<file path="config.mk">
export PLATFORM = sky130hd
export DESIGN_NAME = serial_add_arbiter
export DESIGN_NICKNAME = d
export VERILOG_FILES = /design/src/rtl/serial_add_arbiter.sv
export SDC_FILE = /design/constraint.sdc
export NUM_CORES = 1
export LEC_CHECK = 0
export CORE_MARGIN = 1.5
export CORE_UTILIZATION = 41
export CTS_CLUSTER_SIZE = 40
export DETAILED_ROUTE_END_ITERATION = 8
export GPL_ROUTABILITY_DRIVEN = 0
export PLACE_DENSITY = 0.71
export SLEW_MARGIN = 15
export SYNTH_ARGS = -nofsm -noshare
export SYNTH_HDL_FRONTEND = slang
export SYNTH_SLANG_ARGS = --single-unit
</file>
<file path="constraint.sdc">
create_clock -name clk -period 1.5 [get_ports clk]
set_clock_uncertainty 0.15 [all_clocks]
set_input_delay 0.15 -clock clk [delete_from_list [all_inputs] [get_ports clk]]
set_output_delay 0.15 -clock clk [all_outputs]
set_load 0.005 [all_outputs]
</file>
<file path="src/rtl/serial_add_arbiter.sv">
// Bit-serial adder sharing one full-adder slice between two requesters, LSB first.
// Optional SERIAL_ADD_SUB_EN adds per-requester subtract controls (sub0/sub1).
module serial_add_arbiter #(
  parameter int unsigned WIDTH = 4
) (
  input  logic             clk,
  input  logic             rst_n,
  input  logic             req0,
  input  logic [WIDTH-1:0] a0,
  input  logic [WIDTH-1:0] b0,
  input  logic             req1,
  input  logic [WIDTH-1:0] a1,
  input  logic [WIDTH-1:0] b1,
`ifdef SERIAL_ADD_SUB_EN
  input  logic             sub0,
  input  logic             sub1,
`endif
  output logic             ack0,
  output logic             ack1,
  output logic [WIDTH-1:0] sum,
  output logic             cout,
  output logic             busy
);

  localparam int unsigned CW = (WIDTH > 1) ? $clog2(WIDTH) : 1;

  localparam logic [1:0] S_IDLE  = 2'd0;
  localparam logic [1:0] S_SHIFT = 2'd1;
  localparam logic [1:0] S_DONE  = 2'd2;

  logic [1:0]       r_state;
  logic             r_prio;
  logic             r_win;
  logic [WIDTH-1:0] r_a;
  logic [WIDTH-1:0] r_b;
  logic [WIDTH-1:0] r_acc;
  logic             r_carry;
  logic [CW-1:0]    r_cnt;
  logic [WIDTH-1:0] r_sum;
  logic             r_cout;
  logic             r_ack0;
  logic             r_ack1;
  logic             r_busy;

  logic [1:0]       w_state_nxt;
  logic             w_prio_nxt;
  logic             w_win_nxt;
  logic [WIDTH-1:0] w_a_nxt;
  logic [WIDTH-1:0] w_b_nxt;
  logic [WIDTH-1:0] w_acc_nxt;
  logic             w_carry_nxt;
  logic [CW-1:0]    w_cnt_nxt;
  logic [WIDTH-1:0] w_sum_nxt;
  logic             w_cout_nxt;
  logic             w_ack0_nxt;
  logic             w_ack1_nxt;
  logic             w_busy_nxt;

  logic             w_grant1;
  logic [WIDTH-1:0] w_op_a;
  logic [WIDTH-1:0] w_op_b;
  logic             w_sub;
  logic             w_fa_s;
  logic             w_fa_c;
  logic             w_last;

  // Requester 1 wins when alone or when both request and the pointer names it.
  assign w_grant1 = req1 & (~req0 | r_prio);
  assign w_op_a   = w_grant1 ? a1 : a0;

`ifdef SERIAL_ADD_SUB_EN
  assign w_sub    = w_grant1 ? sub1 : sub0;
`else
  assign w_sub    = 1'b0;
`endif

  // Subtraction is A + ~B + 1: invert B at the grant and preset carry-in.
  assign w_op_b   = (w_grant1 ? b1 : b0) ^ {WIDTH{w_sub}};

  assign w_fa_s   = r_a[0] ^ r_b[0] ^ r_carry;
  assign w_fa_c   = (r_a[0] & r_b[0]) | (r_a[0] & r_carry) | (r_b[0] & r_carry);
  assign w_last   = (r_cnt == CW'(WIDTH - 1));

  // Next-state and next-output logic.
  always_comb begin
    w_state_nxt = r_state;
    w_prio_nxt  = r_prio;
    w_win_nxt   = r_win;
    w_a_nxt     = r_a;
    w_b_nxt     = r_b;
    w_acc_nxt   = r_acc;
    w_carry_nxt = r_carry;
    w_cnt_nxt   = r_cnt;
    w_sum_nxt   = r_sum;
    w_cout_nxt  = r_cout;
    w_ack0_nxt  = 1'b0;
    w_ack1_nxt  = 1'b0;

    case (r_state)
      S_IDLE: begin
        if (req0 | req1) begin
          w_win_nxt   = w_grant1;
          w_a_nxt     = w_op_a;
          w_b_nxt     = w_op_b;
          w_acc_nxt   = '0;
          w_carry_nxt = w_sub;
          w_cnt_nxt   = '0;
          w_state_nxt = S_SHIFT;
        end
      end

      S_SHIFT: begin
        w_a_nxt     = {1'b0, r_a[WIDTH-1:1]};
        w_b_nxt     = {1'b0, r_b[WIDTH-1:1]};
        w_acc_nxt   = {w_fa_s, r_acc[WIDTH-1:1]};
        w_carry_nxt = w_fa_c;
        w_cnt_nxt   = r_cnt + CW'(1);
        if (w_last) begin
          w_sum_nxt   = {w_fa_s, r_acc[WIDTH-1:1]};
          w_cout_nxt  = w_fa_c;
          w_ack0_nxt  = ~r_win;
          w_ack1_nxt  = r_win;
          w_state_nxt = S_DONE;
        end
      end

      S_DONE: begin
        w_prio_nxt  = ~r_win;
        w_state_nxt = S_IDLE;
      end

      default: begin
        w_state_nxt = S_IDLE;
      end
    endcase

    w_busy_nxt = (w_state_nxt != S_IDLE);
  end

  // State and output registers with synchronous active-low reset.
  always_ff @(posedge clk) begin
    if (!rst_n) begin
      r_state <= S_IDLE;
      r_prio  <= 1'b0;
      r_win   <= 1'b0;
      r_a     <= '0;
      r_b     <= '0;
      r_acc   <= '0;
      r_carry <= 1'b0;
      r_cnt   <= '0;
      r_sum   <= '0;
      r_cout  <= 1'b0;
      r_ack0  <= 1'b0;
      r_ack1  <= 1'b0;
      r_busy  <= 1'b0;
    end else begin
      r_state <= w_state_nxt;
      r_prio  <= w_prio_nxt;
      r_win   <= w_win_nxt;
      r_a     <= w_a_nxt;
      r_b     <= w_b_nxt;
      r_acc   <= w_acc_nxt;
      r_carry <= w_carry_nxt;
      r_cnt   <= w_cnt_nxt;
      r_sum   <= w_sum_nxt;
      r_cout  <= w_cout_nxt;
      r_ack0  <= w_ack0_nxt;
      r_ack1  <= w_ack1_nxt;
      r_busy  <= w_busy_nxt;
    end
  end

  assign ack0 = r_ack0;
  assign ack1 = r_ack1;
  assign sum  = r_sum;
  assign cout = r_cout;
  assign busy = r_busy;

endmodule

</file>
* Yosys cells after proc, flatten, opt, wreduce, memory -nomap -nowiden
Index checks and enable logic that the tools add are counted.
** Word-level totals
- Flip-flop bits (word level) :: 27
- Input port bits :: 20
- Word-level logic and storage cells :: 52
** Cells by class
- $add $sub $neg :: 1
- Equality and inequality tests :: 4
- Multiplexer cells :: 15
- Bitwise gates (word level) :: 12
- Reductions and logical operators :: 7
** Operators by type and width (count)
- $pmux W4 S2 :: 3
- $mux W4 :: 5
- $pmux W2 S2 :: 2
- $mux W2 :: 3
- $reduce_and A2 Y1 :: 3
- $and A1 B1 Y1 :: 4
- $eq A2 B2 Y1 const B :: 2
- $or A1 B1 Y1 :: 4
- $reduce_bool A2 Y1 :: 2
- $reduce_and A3 Y1 :: 1
- $add A2 B1 Y2 const B :: 1
- $eq A2 B1 Y1 const B :: 1
- $logic_not A2 Y1 :: 1
- $ne A2 B2 Y1 const B :: 1
- $not A1 Y1 :: 2
- $pmux W1 S2 :: 1
- $xor A1 B1 Y1 :: 2
- $mux W1 :: 1

* Longest topological paths before layout
- Depth in word-level cells :: 6
- Gate-level depth with buffers :: 5
- Gate-level depth less buffers :: 4

* Least setup slack after synthesis
OpenSTA, ideal clock, no wires.
- Path type :: reg-to-reg
- Start point :: register r_a[0]
- End point :: register r_acc[3]
- Setup time :: 0.118 ns
- Data arrival time :: 1.006 ns
- Required time :: 1.232 ns
- Path slack :: 0.225 ns
- Cell stages (with the launch flop) :: 4
- Buffers on the path :: 0
- Period minus slack after synthesis :: 1.275 ns
- Path through :: dfxtp_1 > fa_1 > a22oi_1 > nor2b_1
** On the way
- Cells in the longest elaborated chain, start to end :: 3
** RTL lines
- start: declaration :: line 34 : logic [WIDTH-1:0] r_a;
- start signal: assignment :: line 160 : r_a <= w_a_nxt;
- $xor A1 B1 Y1 (2 in a row) :: line 80 : assign w_fa_s = r_a[0] ^ r_b[0] ^ r_carry;
- named net w_fa_s :: line 63 : logic w_fa_s;
- $pmux W4 S2 :: line 99 : case (r_state)
- end signal: assignment :: line 162 : r_acc <= w_acc_nxt;
- end: declaration :: line 36 : logic [WIDTH-1:0] r_acc;
The timed path passes the listed nets, and every way through them passes these cells.
A chain may end at the register's enable or synchronous reset.

* Worst setup path after layout
- Start point :: register r_cout, in the netlist cout
- End point :: output port cout
** RTL lines
- start: declaration :: line 40 : logic r_cout;
- start signal: assignment :: line 166 : r_cout <= w_cout_nxt;
- end: declaration :: line 21 : output logic cout,
No word-level cell between the ends.

==> out/results.tsv <==
metric	value	unit
sequential cell area fraction in the yosys report	0.450	
worst hold slack	0.320	ns
grt total ovfl	0	
Critical Path RT	1.20	ns
share of layout cells above drive strength 1	0.148	
Pwr Density	822	mW/mm^2
htree depth	1	
setup tns final	0	ns
I/O pin cnt	28	
DR vias	950	
Logic pwr share	0.169	
Startpoint Class	flip-flop	
vias in the first global route	1023	
P_leak	0.605	nW
Max Cap Viol	0	
Fill cells	241	
die area	0.00315	mm^2
CTS root buffer	clkbuf_4	
largest net degree at the start of global routing	18	
Inst Count DP	177	
Sink Count	26	
Util after Layout	0.559	
Seq pwr share	0.596	
Crit. path cell count	1	
core area	0.00271	mm^2
first-pass iteration count of the detailed router	4	
die height	56.1	um
post-layout min period	1.46	ns
Mapped Area	0.00116	mm^2
top cell type's share of synthesized area	0.450	
global-route wire length before repair	4200	um
R2R setup slack	0.10	ns
HPWL Detailed	1800	um
EDFF count, synth	0	
Post-Layout Cell Count	180	
slowest CP cell	clkdlybuf4s50_1	
CTS tree	done	
critical path data arrival time	1.16	ns
drt wl/cell	13.0	um
final count of negative-setup-slack endpoints	0	
Crit Reg-Reg Endpoint	r_a[1]	
floorplan row count	19	
critical-path cell list	clkdlybuf4s50_1	
Die X	56.1	um
Fin. Hold Viols	0	
# resized after CTS	0	
net switching power	0.000305	W
slowest stage delay, CP	0.49	ns
antenna-violating nets left	0	
Post-CTS Setup Bufs	0	
worst setup path startpoint	cout	
total track usage	0.165	
total CTS buffers	3	
warnings from Yosys	0	
cell accounting for the most synthesized area	dfxtp_1	
hold_buf cts	0	
Post-Syn Instances	119	
RSZ-0062 raised after global routing	no	
initial DRC count	43	
Max IR drop VDD	0.798	mV
drt total wl	2340	um
Worst Tran Pin Value	0.377	ns
maximum fanout along the worst path	2	
RR Startpoint	r_state[0]	
initial antenna violation count	0	
drt drc	0	
Worst Path Buf+Inv	1	
Clock Tree Buf Depth	2	
P_int	0.000939	W
ys flop type	dfxtp_1	
syn_nets	141	
period utilisation layout	0.972	
Clock power frac	0.235	
count leader, synth	dfxtp_1	
most frequent cells after synthesis	dfxtp_1 (26), nor2_1 (12), nand2_1 (11), nor2b_1 (9), mux2i_1 (8)	
HP Start	sum[1]	
Top delay family on crit path	buffers and inverters	
diodes inserted	0	
total power	0.00124	W
depth of the most critical reg-to-reg path	5	
Hold Path Class	reg -> reg	
Synth cell types	32	
Reg clk slew, reported paths	0.13	ns
FF+latch count, synth	26	
P&R area growth vs syn	31.0	%
slew margin rel.	0.748	
Max Fclk	686	MHz
Async S/R FF share, synth	0	
top cells by area, synth	dfxtp_1 (45%), mux2i_1 (6.9%), nor2b_1 (4.9%), a32o_1 (4.3%), a21boi_0 (3.9%)	
# nets final	173	
Final Max Slew Viols	0	
Syn Area/Cell	9.72	um^2
outcome	finished clean	
Buffers on Ports	27	
vias per cell	5.28	
switch share	0.245	
initial core utilization	0.427	
Setup Crit Path Kind	reg -> out	
Skew-Pair Late Insertion Delay	0.32	ns
crit path capture type	output pin	
Setup crit end	cout	
## metal layers
| layer | vias up | part of all wire | track usage | wire length, um |
|---|---|---|---|---|
| li1 | 478 | - | - | - |
| met1 | 444 | 0.47 | 0.191 | 1090 |
| met2 | 24 | 0.49 | 0.286 | 1130 |
| met3 | 4 | 0.034 | 0.0465 | 79 |
| met4 | 0 | 0.015 | 0.0646 | 36 |
| met5 | - | 0 | 0 | 0 |
## kinds of logic (layout without fill, tap and decap cells)
family	count (synthesis)	after routing	share of synthesized area
simple gates	50	50	0.229
flops	26	26	0.450
fa+ha+maj	2	2	0.0281
buf+inv	7	37	0.0390
mux	8	8	0.0693
compound gates	26	26	0.184
## cell type report
cell class                 count  area [um^2]  share of cell area
clock buffer                   3         22.5              0.0149
inverter                       1         3.75             0.00248
multi-input combinational     86          591               0.390
sequential                    26          528               0.349
tap                           31         38.8              0.0256
timing repair buffer          33          330               0.218
## metrics by stage
stage	setup slack [ns]	cell area [um^2]
floorplan	0.225	1160
global placement	-0.130	1480
detailed placement	-0.184	1480
CTS	0.0178	1500
global route	0.000196	1510
finish	0.0419	1510
## worst min-delay path by stage
stage / end / cells past startpoint
floorplan: r_prio / 1
global placement: r_a[1] / 2
detailed placement: r_a[1] / 2
CTS: r_a[3] / 3
global route: sum[3] / 2
finish: sum[1] / 2
## registers in the layout, summed over array words and instances (netlist names)
name / cells
r_state: 2
r_b: 4
r_win: 1
sum: 4
r_carry: 1
r_acc: 3
r_a: 4
busy: 1
cout: 1
ack0: 1
r_cnt: 2
ack1: 1
r_prio: 1
## power groups by stage
stage | clock [W] | sequential [W] | combinational [W]
after detailed placement | 0 | 0.000756 | 0.000211
after global routing | 0.000322 | 0.000746 | 0.000233
after CTS | 0.000300 | 0.000741 | 0.000212
after floorplan | 0 | 0.000750 | 0.000121
after global placement | 0 | 0.000755 | 0.000204
final | 0.000292 | 0.000742 | 0.000210
## layout by cell type (no fill, tap or decap), types with 2 or more instances in the layout
| cell type | netlist | layout |
|---|---|---|
| buf_4 | 1 | 5 |
| nand2b_1 | 6 | 6 |
| o21ai_0 | 3 | 3 |
| a22oi_1 | 3 | 3 |
| a22oi_2 | 2 | 2 |
| dfxtp_1 | 26 | 20 |
| nor2_1 | 12 | 12 |
| clkbuf_4 | 0 | 3 |
| nand2_1 | 11 | 11 |
| nand3_1 | 5 | 5 |
| a21boi_0 | 6 | 6 |
| mux2i_1 | 8 | 8 |
| a32o_1 | 5 | 5 |
| clkdlybuf4s50_1 | 0 | 26 |
| dfxtp_2 | 0 | 6 |
| nor2b_1 | 9 | 9 |
No activity file was read; power rests on OpenSTA's default activity.
